## src/rtl/muldiv_if.sv

```systemverilog
// Handshake and result bundle between the EX stage and the multiply/divide unit.
// The master drives the request; the slave returns status and HI/LO.
interface muldiv_if #(
    parameter int WIDTH = 32
);
    logic             start;
    logic [5:0]       Funct;
    logic [WIDTH-1:0] in_a;
    logic [WIDTH-1:0] in_b;
    logic             busy;
    logic             done;
    logic [WIDTH-1:0] hi;
    logic [WIDTH-1:0] lo;
    logic [WIDTH-1:0] mf_data;

    modport master (
        output start, Funct, in_a, in_b,
        input  busy, done, hi, lo, mf_data
    );

    modport slave (
        input  start, Funct, in_a, in_b,
        output busy, done, hi, lo, mf_data
    );
endinterface

```

## src/rtl/muldiv_unit.sv

```systemverilog
// Iterative radix-2 multiply / restoring divide with architectural HI/LO.
// Decodes the MIPS R-type funct field; busy stalls dependent ops in EX.
module muldiv_unit #(
    parameter int WIDTH = 32
) (
    input logic     clk,
    input logic     reset,
    muldiv_if.slave bus
);
    localparam int CW = $clog2(WIDTH);

    typedef enum logic [1:0] {
        IDLE,
        MUL,
        DIV,
        FIX
    } state_t;

    state_t state;
    state_t state_nx;

    logic [CW-1:0]      count;
    logic [WIDTH-1:0]   acc_hi;
    logic [WIDTH-1:0]   acc_lo;
    logic [WIDTH-1:0]   opnd;
    logic [WIDTH-1:0]   raw_a;
    logic               neg_lo;
    logic               neg_hi;
    logic               is_div;
    logic               div_zero;
    logic [WIDTH-1:0]   hi_q;
    logic [WIDTH-1:0]   lo_q;
    logic               done_q;

    logic               op_mul;
    logic               op_div;
    logic               op_mthi;
    logic               op_mtlo;
    logic               sgn;
    logic               accept;
    logic [WIDTH-1:0]   abs_a;
    logic [WIDTH-1:0]   abs_b;

    logic [WIDTH:0]     mul_sum;
    logic [WIDTH:0]     div_shift;
    logic [WIDTH:0]     div_diff;
    logic               div_ok;
    logic [2*WIDTH-1:0] prod;
    logic [2*WIDTH-1:0] prod_fix;
    logic [WIDTH-1:0]   quo_fix;
    logic [WIDTH-1:0]   rem_fix;

    always_comb begin
        op_mul  = 1'b0;
        op_div  = 1'b0;
        op_mthi = 1'b0;
        op_mtlo = 1'b0;
        unique case (bus.Funct)
            6'b011000, 6'b011001: op_mul  = 1'b1;
            6'b011010, 6'b011011: op_div  = 1'b1;
            6'b010001:            op_mthi = 1'b1;
            6'b010011:            op_mtlo = 1'b1;
            default: ;
        endcase
    end

    assign sgn    = ~bus.Funct[0];
    assign accept = bus.start && (state == IDLE);
    assign abs_a  = (sgn && bus.in_a[WIDTH-1]) ? -bus.in_a : bus.in_a;
    assign abs_b  = (sgn && bus.in_b[WIDTH-1]) ? -bus.in_b : bus.in_b;

    // Multiply: add multiplicand into the upper half, then shift right.
    assign mul_sum = {1'b0, acc_hi}
                   + (acc_lo[0] ? {1'b0, opnd} : '0);

    // Divide: acc_hi is the partial remainder, acc_lo shifts dividend out
    // and quotient bits in.
    assign div_shift = {acc_hi, acc_lo[WIDTH-1]};
    assign div_diff  = div_shift - {1'b0, opnd};
    assign div_ok    = ~div_diff[WIDTH];

    assign prod     = {acc_hi, acc_lo};
    assign prod_fix = neg_lo ? -prod : prod;
    assign quo_fix  = neg_lo ? -acc_lo : acc_lo;
    assign rem_fix  = neg_hi ? -acc_hi : acc_hi;

    always_ff @(posedge clk) begin
        if (reset) begin
            state <= IDLE;
        end else begin
            state <= state_nx;
        end
    end

    always_comb begin
        state_nx = state;
        unique case (state)
            IDLE: begin
                if (accept && op_mul) begin
                    state_nx = MUL;
                end else if (accept && op_div) begin
                    state_nx = DIV;
                end
            end
            MUL: if (count == '0) state_nx = FIX;
            DIV: if (count == '0) state_nx = FIX;
            FIX: state_nx = IDLE;
            default: state_nx = IDLE;
        endcase
    end

    always_comb begin
        bus.busy = (state != IDLE);
    end

    always_ff @(posedge clk) begin
        if (reset) begin
            count    <= '0;
            acc_hi   <= '0;
            acc_lo   <= '0;
            opnd     <= '0;
            raw_a    <= '0;
            neg_lo   <= 1'b0;
            neg_hi   <= 1'b0;
            is_div   <= 1'b0;
            div_zero <= 1'b0;
            hi_q     <= '0;
            lo_q     <= '0;
            done_q   <= 1'b0;
        end else begin
            done_q <= (state == FIX);
            unique case (state)
                IDLE: begin
                    if (accept && op_mul) begin
                        acc_hi   <= '0;
                        acc_lo   <= abs_b;
                        opnd     <= abs_a;
                        neg_lo   <= sgn & (bus.in_a[WIDTH-1] ^ bus.in_b[WIDTH-1]);
                        neg_hi   <= 1'b0;
                        is_div   <= 1'b0;
                        div_zero <= 1'b0;
                        count    <= CW'(WIDTH - 1);
                    end else if (accept && op_div) begin
                        acc_hi   <= '0;
                        acc_lo   <= abs_a;
                        opnd     <= abs_b;
                        raw_a    <= bus.in_a;
                        neg_lo   <= sgn & (bus.in_a[WIDTH-1] ^ bus.in_b[WIDTH-1]);
                        neg_hi   <= sgn & bus.in_a[WIDTH-1];
                        is_div   <= 1'b1;
                        div_zero <= (bus.in_b == '0);
                        count    <= CW'(WIDTH - 1);
                    end else if (accept && op_mthi) begin
                        hi_q <= bus.in_a;
                    end else if (accept && op_mtlo) begin
                        lo_q <= bus.in_a;
                    end
                end
                MUL: begin
                    acc_hi <= mul_sum[WIDTH:1];
                    acc_lo <= {mul_sum[0], acc_lo[WIDTH-1:1]};
                    count  <= count - 1'b1;
                end
                DIV: begin
                    acc_hi <= div_ok ? div_diff[WIDTH-1:0] : div_shift[WIDTH-1:0];
                    acc_lo <= {acc_lo[WIDTH-2:0], div_ok};
                    count  <= count - 1'b1;
                end
                FIX: begin
                    if (is_div && div_zero) begin
                        lo_q <= '1;
                        hi_q <= raw_a;
                    end else if (is_div) begin
                        lo_q <= quo_fix;
                        hi_q <= rem_fix;
                    end else begin
                        hi_q <= prod_fix[2*WIDTH-1:WIDTH];
                        lo_q <= prod_fix[WIDTH-1:0];
                    end
                end
                default: ;
            endcase
        end
    end

    assign bus.done = done_q;
    assign bus.hi   = hi_q;
    assign bus.lo   = lo_q;

    always_comb begin
        bus.mf_data = '0;
        if (bus.Funct == 6'b010000) begin
            bus.mf_data = hi_q;
        end else if (bus.Funct == 6'b010010) begin
            bus.mf_data = lo_q;
        end
    end
endmodule

```

## src/flat_wrapper.sv

```systemverilog
// flat-port wrapper written by rule: the top's interface ports become plain ports
module muldiv_unit_flat 
#(
    parameter int WIDTH = 32
)
  (clk, reset, bus_start, bus_Funct, bus_in_a, bus_in_b, bus_busy, bus_done, bus_hi, bus_lo, bus_mf_data);
  muldiv_if #(.WIDTH(WIDTH)) bus_i ();
  input logic clk;
  input logic reset;
  input wire logic [$bits(bus_i.start)-1:0] bus_start;
  input wire logic [$bits(bus_i.Funct)-1:0] bus_Funct;
  input wire logic [$bits(bus_i.in_a)-1:0] bus_in_a;
  input wire logic [$bits(bus_i.in_b)-1:0] bus_in_b;
  output wire logic [$bits(bus_i.busy)-1:0] bus_busy;
  output wire logic [$bits(bus_i.done)-1:0] bus_done;
  output wire logic [$bits(bus_i.hi)-1:0] bus_hi;
  output wire logic [$bits(bus_i.lo)-1:0] bus_lo;
  output wire logic [$bits(bus_i.mf_data)-1:0] bus_mf_data;
  assign bus_i.start = bus_start;
  assign bus_i.Funct = bus_Funct;
  assign bus_i.in_a = bus_in_a;
  assign bus_i.in_b = bus_in_b;
  assign bus_busy = bus_i.busy;
  assign bus_done = bus_i.done;
  assign bus_hi = bus_i.hi;
  assign bus_lo = bus_i.lo;
  assign bus_mf_data = bus_i.mf_data;
  muldiv_unit #(.WIDTH(WIDTH)) u_core (.clk(clk), .reset(reset), .bus(bus_i));
endmodule
```

## config.mk

```make
export PLATFORM = sky130hd
export DESIGN_NAME = muldiv_unit_flat
export DESIGN_NICKNAME = d
export VERILOG_FILES = /design/src/rtl/muldiv_if.sv /design/src/rtl/muldiv_unit.sv /design/src/flat_wrapper.sv
export SDC_FILE = /design/constraint.sdc
export NUM_CORES = 1
export LEC_CHECK = 0
export ABC_AREA = 1
export CORE_MARGIN = 2
export CORE_UTILIZATION = 40
export CTS_BUF_LIST = sky130_fd_sc_hd__clkbuf_4
export CTS_CLUSTER_SIZE = 24
export DETAILED_ROUTE_END_ITERATION = 10
export GPL_TIMING_DRIVEN = 0
export PLACE_DENSITY = 0.68
export SYNTH_ARGS = -nofsm -noshare
export SYNTH_HDL_FRONTEND = slang
export SYNTH_SLANG_ARGS = --single-unit
```

## constraint.sdc

```tcl
create_clock -name clk -period 3.8 [get_ports clk]
set_clock_uncertainty 0.1 [all_clocks]
set_input_delay 0.76 -clock clk [delete_from_list [all_inputs] [get_ports clk]]
set_output_delay 0.76 -clock clk [all_outputs]
set_load 0.005 [all_outputs]
```

# Yosys cells after proc, flatten, opt, wreduce, memory -nomap -nowiden
# Cells that the tools add are included.
# word_totals
word_cells,120
out_inout_bits,98
inputBits,73
ff_bits,204
# classes
bitwise,6
mux,49
add_sub_neg,8
eq_ne,18
n_reduce_logical,26
# ops
op,count
32-bit two-way mux,25
32-bit case mux with 3 select lines,2
32-bit negation,4
32-bit case mux with 2 select lines,2
64-bit two-way mux,1
64-bit negation,1
6-bit by 5-bit equality test with 1-bit output (second input constant),8
32-bit by 33-bit adder with 33-bit output,1
33-bit by 32-bit subtractor with 33-bit output,1
32-bit logical NOT,1
1-bit two-way mux,12
5-bit two-way mux,2
2-bit inequality test (second input constant),5
5-bit case mux with 2 select lines,1
1-bit logical AND,8
2-bit AND reduction,4
2-bit nonzero test,4
2-bit two-way mux,3
2-bit case mux with 3 select lines,1
2-bit OR reduction,3
5-bit logical NOT,1
5-bit AND reduction,1
5-bit by 1-bit subtractor with 5-bit output (second input constant),1
2-bit equality test (second input constant),2
10 further kinds,13

# Longest topological paths before layout
# depth
depth_word,8
depth_mapped,20
mapped_depth_nobuf,19

# Worst setup path after synthesis
# No wires, ideal clock.
# synth_path
path_type,register to register
from,reg u_core.acc_lo[31]
to,reg u_core.acc_hi[9]
slack_ns,1.315
period_less_slack_ns,2.485
stages_incl_launch_ff,21
path_buffers,1
required_ns,3.562
t_arrival_ns,2.247
setup_ns,0.138
path_cell_list,dfxtp_1 inv_1 ha_1 fa_1 inv_1 nand2_1 nand2_1 nand3_1 nand2_2 nand2_2 nand2_2 nand2_4 nand2_2 nand2_4 nand2_4 buf_6 nand2_1 nand3_1 nand2_1 nand2_1 a21oi_2
# synth_between
elab_chain_len,3
# synth_lines
item,line_no,text
"start, declared",muldiv_unit.sv:24,logic [WIDTH-1:0] acc_lo;
"start signal, assigned",muldiv_unit.sv:136,acc_lo <= abs_b;
"start signal, assigned",muldiv_unit.sv:145,acc_lo <= abs_a;
"start signal, assigned",muldiv_unit.sv:161,"acc_lo <= {mul_sum[0], acc_lo[WIDTH-1:1]};"
33-bit by 32-bit subtractor with 33-bit output,muldiv_unit.sv:79,"assign div_diff = div_shift - {1'b0, opnd};"
32-bit two-way mux,muldiv_unit.sv:165,acc_hi <= div_ok ? div_diff[WIDTH-1:0] : div_shift[WIDTH-1:0];
32-bit case mux with 3 select lines,muldiv_unit.sv:132,unique case (state)
"end signal, assigned",muldiv_unit.sv:160,acc_hi <= mul_sum[WIDTH:1];
"end signal, assigned",muldiv_unit.sv:165,
"end, declared",muldiv_unit.sv:23,logic [WIDTH-1:0] acc_hi;
# No other way between the ends.
# A chain may end at the register's enable or synchronous reset.

# Worst setup path after layout
# layout_path
from,in bus_Funct[1]
to,out bus_mf_data[2]
# layout_between
elab_chain_len,3
elab_cells_between_ends,4
# layout_lines
item,line_no,text
"start, declared",flat_wrapper.sv:11,input wire logic [$bits(bus_i.Funct)-1:0] bus_Funct;
6-bit by 5-bit equality test with 1-bit output,muldiv_unit.sv:194,end else if (bus.Funct == 6'b010010) begin
32-bit two-way mux,muldiv_unit.sv:194,
32-bit two-way mux *,muldiv_unit.sv:192,if (bus.Funct == 6'b010000) begin
"end, declared",flat_wrapper.sv:18,output wire logic [$bits(bus_i.mf_data)-1:0] bus_mf_data;
# Every way passes the cells marked *; elsewhere a longest branch is shown, timed or not.

==> results.txt <==
----------------------------------------------------
[Status]
  Result of the run ... finished, final reports clean

[STA]
  Fin. Hold Viols ... 0
  Achievable clock frequency ... ~270 MHz
  Setup violators final ... 0
  Fin. max-slew vios ... 0
  Share of the cycle needed by the critical path after routing ... 97.2%
  Post-layout minimum cycle time ... approximately 3.7 ns
  Least-Margin Pin Slew ... around 1.2 ns
  Worst Slack Setup Final ... 0.108 ns
  Max transition margin ... between 20 and 25%
  Setup_tns ... 0 ns

[Final layout]
  Number of nets at the end of the flow ... 3,850
  Filler instances ... approximately 5,400
  Post-route cell area ... 0.0227 mm2
  Fraction of final layout cells with drive strength greater than 1 ... a little under 6%
  Area grow syn2layout ... 16.2%
  Final standard cell count with taps included and fillers excluded ... about 4,400
  FF/Latch Area ... just over 0.004 mm2
  Total area of multi-input combinational cells ... ~0.013 mm2

[Min path]
  Path class of the lowest-slack min-delay path ... reg -> reg
  Critical hold path startpoint ... u_core.count[0]
  WHS Endpoint ... u_core.count[0]
  Hold Path Cell Cnt ... 1

[Yosys]
  Synth top cells by count ... nand2_1 (921), inv_1 (469), nor2_1 (415), a21oi_1 (275), nand3_1 (275)
  Synth Area per Inst ... approximately 5.6 um2
  Count of yosys warnings during synthesis ... 0
  Synth area leaders ... dfxtp_1 (21%), nand2_1 (18%), inv_1 (9.0%)
  Number of synthesized flops with an enable pin ... 0
  Synthesized area ... about 0.020 mm2
  Dominant cell type by area after synthesis ... dfxtp_1
  Async SR Flop Fraction ... 0%
  Distinct cell type count after synthesis ... between 50 and 60
  FF+latch count, synth ... around 200
  Proportion of synthesized chip area in sequential cells ... between 20% and 30%
  Number of cells produced by synthesis ... between 3,000 and 4,000
  Leading cell type by number of instances after synthesis ... nand2_1
  Synth top area share ... roughly a fifth
  Post-synth top flop ... dfxtp_1
  Synthesized net count ... 3,626

[Floorplanning]
  I/O pin count ... ~170
  Die Outline Area ... 0.0507 mm2
  Site row count ... 81
  Starting utilization of the core area ... between 40% and 50%
  Width of the die ... ~230 um
  Die height ... around 230 um
  Core footprint ... between 0.04 and 0.05 mm2

[Clocking]
  Worst skew pair latency ... about 0.8 ns
  Buffers inserted during post-CTS setup optimization ... 0
  Maximum clock insertion buffer count ... 3
  Clock-pin slew reported for the worst setup and hold paths after clock tree synthesis ... approximately 0.080 ns
  Number of levels the H-tree was split into ... 2
  Cts hold-fix bufs ... 0
  TritonCTS buffer count ... 53
  Cell at the root of the clock tree ... clkbuf_4
  Total clock sinks ... approximately 200
  TritonCTS clock tree ... yes

[Worst setup path]
  Data arrival at the endpoint of the critical path ... 2.83 ns
  Reg-to-reg endpoint ... u_core.acc_hi[27]
  Launch point of the critical path ... bus_Funct[1]
  Critical path class ... in -> out
  Worst flop-to-flop path startpoint ... u_core.acc_hi[0]
  Worst Path Required ... between 2 and 3 ns
  Crit-path max FO ... 10
  Category of the worst setup path capture point ... primary output
  Crit path launch type ... primary input
  Internal reg-to-reg setup slack ... about 0.21 ns
  Depth of the most critical reg-to-reg path ... 19

[Routing]
  Length of the first detailed-routing pass in iterations ... 6
  Ratio of routed vias to standard cells ... about 5.8
  Total detailed-routing wirelength ... 101 mm
  Detail-routed net length per standard cell ... about 23 um
  Via count ... around 25,000
  Residual antenna-violating net count after detailed routing ... 0
  Iteration-0 DRC count of the detailed router ... between 3,000 and 4,000
  DRC violation count after routing ... 0

[Global routing]
  Pin count of the biggest net entering global routing ... 16
  Antenna violations before repair ... 6
  GRT Overall Usage ... 38.9%
  Wire length of the first global-routing pass ... between 100 and 150 mm
  Global route total overflow ... 0
  Vias in the first global route ... about 23,000

[Power and ir drop]
  Worst ir drop on vdd ... around 0.00038 V
  Pleak ... approximately 11 nW
  Pwr dens ... ~640 mW/mm2

[Run]
  Max-cap violations ... 0

[Place]
  HPWL after detailed placement ... 83.4 mm
  Placed Cells ... 4,268
  Dpl ws ... -0.316 ns
  GPL Wtd Cong ... 1.11
  DP Area ... 0.0220 mm2
  Number of buffers inserted by port buffering ... roughly 170

----------------------------------------------------
stage by stage:
stage / total power, W / util, % / hold WS, ns
after floorplan: 0.00857 / - / 0.326
after global placement: 0.0122 / 45.3 / 0.348
after detailed placement: 0.0122 / 45.3 / 0.348
after CTS: 0.0142 / 46.7 / 0.364
after global routing: 0.0154 / 46.7 / 0.401
final: 0.0146 / 46.7 / 0.364
state kept, by name, indices dropped and copies added, names as in the netlist:
register / cells
u_core.raw_a: 32
u_core.div_zero: 1
u_core.acc_lo: 32
u_core.acc_hi: 32
u_core.state: 2
u_core.is_div: 1
u_core.bus.done: 1
u_core.neg_hi: 1
u_core.bus.lo: 32
u_core.count: 5
u_core.bus.hi: 32
u_core.neg_lo: 1
u_core.opnd: 32
cell usage in the layout (no fill, tap or decap), drive strengths merged, types with 4 or more instances in the layout:
| master | count |
|---|---|
| nand2 | 936 |
| inv | 485 |
| nor2 | 428 |
| a21oi | 292 |
| o21ai | 284 |
| nand3 | 279 |
| dfxtp | 204 |
| clkbuf | 170 |
| clkdlybuf4s50 | 168 |
| ha | 74 |
| o22ai | 68 |
| buf | 48 |
| nor3 | 38 |
| nand4 | 36 |
| xor2 | 35 |
| o211ai | 25 |
| nand3b | 22 |
| or2 | 19 |
| a31oi | 18 |
| a221oi | 17 |
| clkinv | 16 |
| xnor2 | 14 |
| o21bai | 9 |
| o21a | 8 |
| a21o | 7 |
| nor4 | 6 |
| and2 | 6 |
| diode | 4 |
| o221ai | 4 |
routing by layer:
layer / up-vias / share of wire, % / GRT usage [%]
met5: - / 0.034 / 0
met4: 4 / 6.0 / 19.9
met3: 330 / 13 / 9.66
met2: 1568 / 41 / 57.6
met1: 11500 / 41 / 52.0
li1: 11800 / - / -
how the worst max path moves through the flow:
stage | to | slack [ns] | cells past startpoint
6_report | bus_mf_data[2] | 0.11 | 7
4_1_cts | bus_mf_data[12] | 0.03 | 9
5_1_grt | bus_mf_data[2] | -0.003 | 9
3_5_place_dp | bus_mf_data[5] | -0.32 | 7
2_1_floorplan | u_core.acc_hi[9] | 1.32 | 20
3_3_place_gp | bus_mf_data[2] | -0.36 | 7
where the power goes:
group | switching, W | leakage, nW | internal [W] | total (W)
combinational | 0.00653 | 8.90 | 0.00298 | 0.00951
sequential | 0.000479 | 1.66 | 0.00258 | 0.00306
clock | 0.00102 | 0.388 | 0.000973 | 0.00200
worst max-delay path, cell delays in order:
cell	delay, ns
dlygate4sd2_1	0.45
inv_2	0.16
nor2_1	0.27
nand3_4	0.22
clkbuf_2	0.26
o22ai_1	0.17
clkdlybuf4s50_1	0.54
layout make-up:
cell class / instances / share of cell area [%]
Sequential cell: 204 / 18.0
Multi-Input combinational cell: 2642 / 57.4
Tap cell: 622 / 3.42
Clock buffer: 75 / 2.48
Buffer: 143 / 2.81
Clock inverter: 15 / 0.407
Inverter: 488 / 8.06
Timing Repair Buffer: 169 / 7.44
Antenna cell: 4 / 0.0440
repair_timing:
item,CTS,global route
hold endpoints to repair,0,0
gates resized for setup,5,13
setup endpoints to repair,32,30
kinds of logic after synthesis:
| kind of cell | count (synthesis) | share of synthesized area (%) |
|---|---|---|
| compound gates | 743 | 21.2 |
| xor+xnor | 49 | 2.19 |
| fa+ha+maj | 76 | 4.94 |
| buf+inv | 631 | 12.6 |
| flops | 204 | 20.9 |
| simple gates | 1774 | 38.2 |
Power figures use the tool's default switching activity.
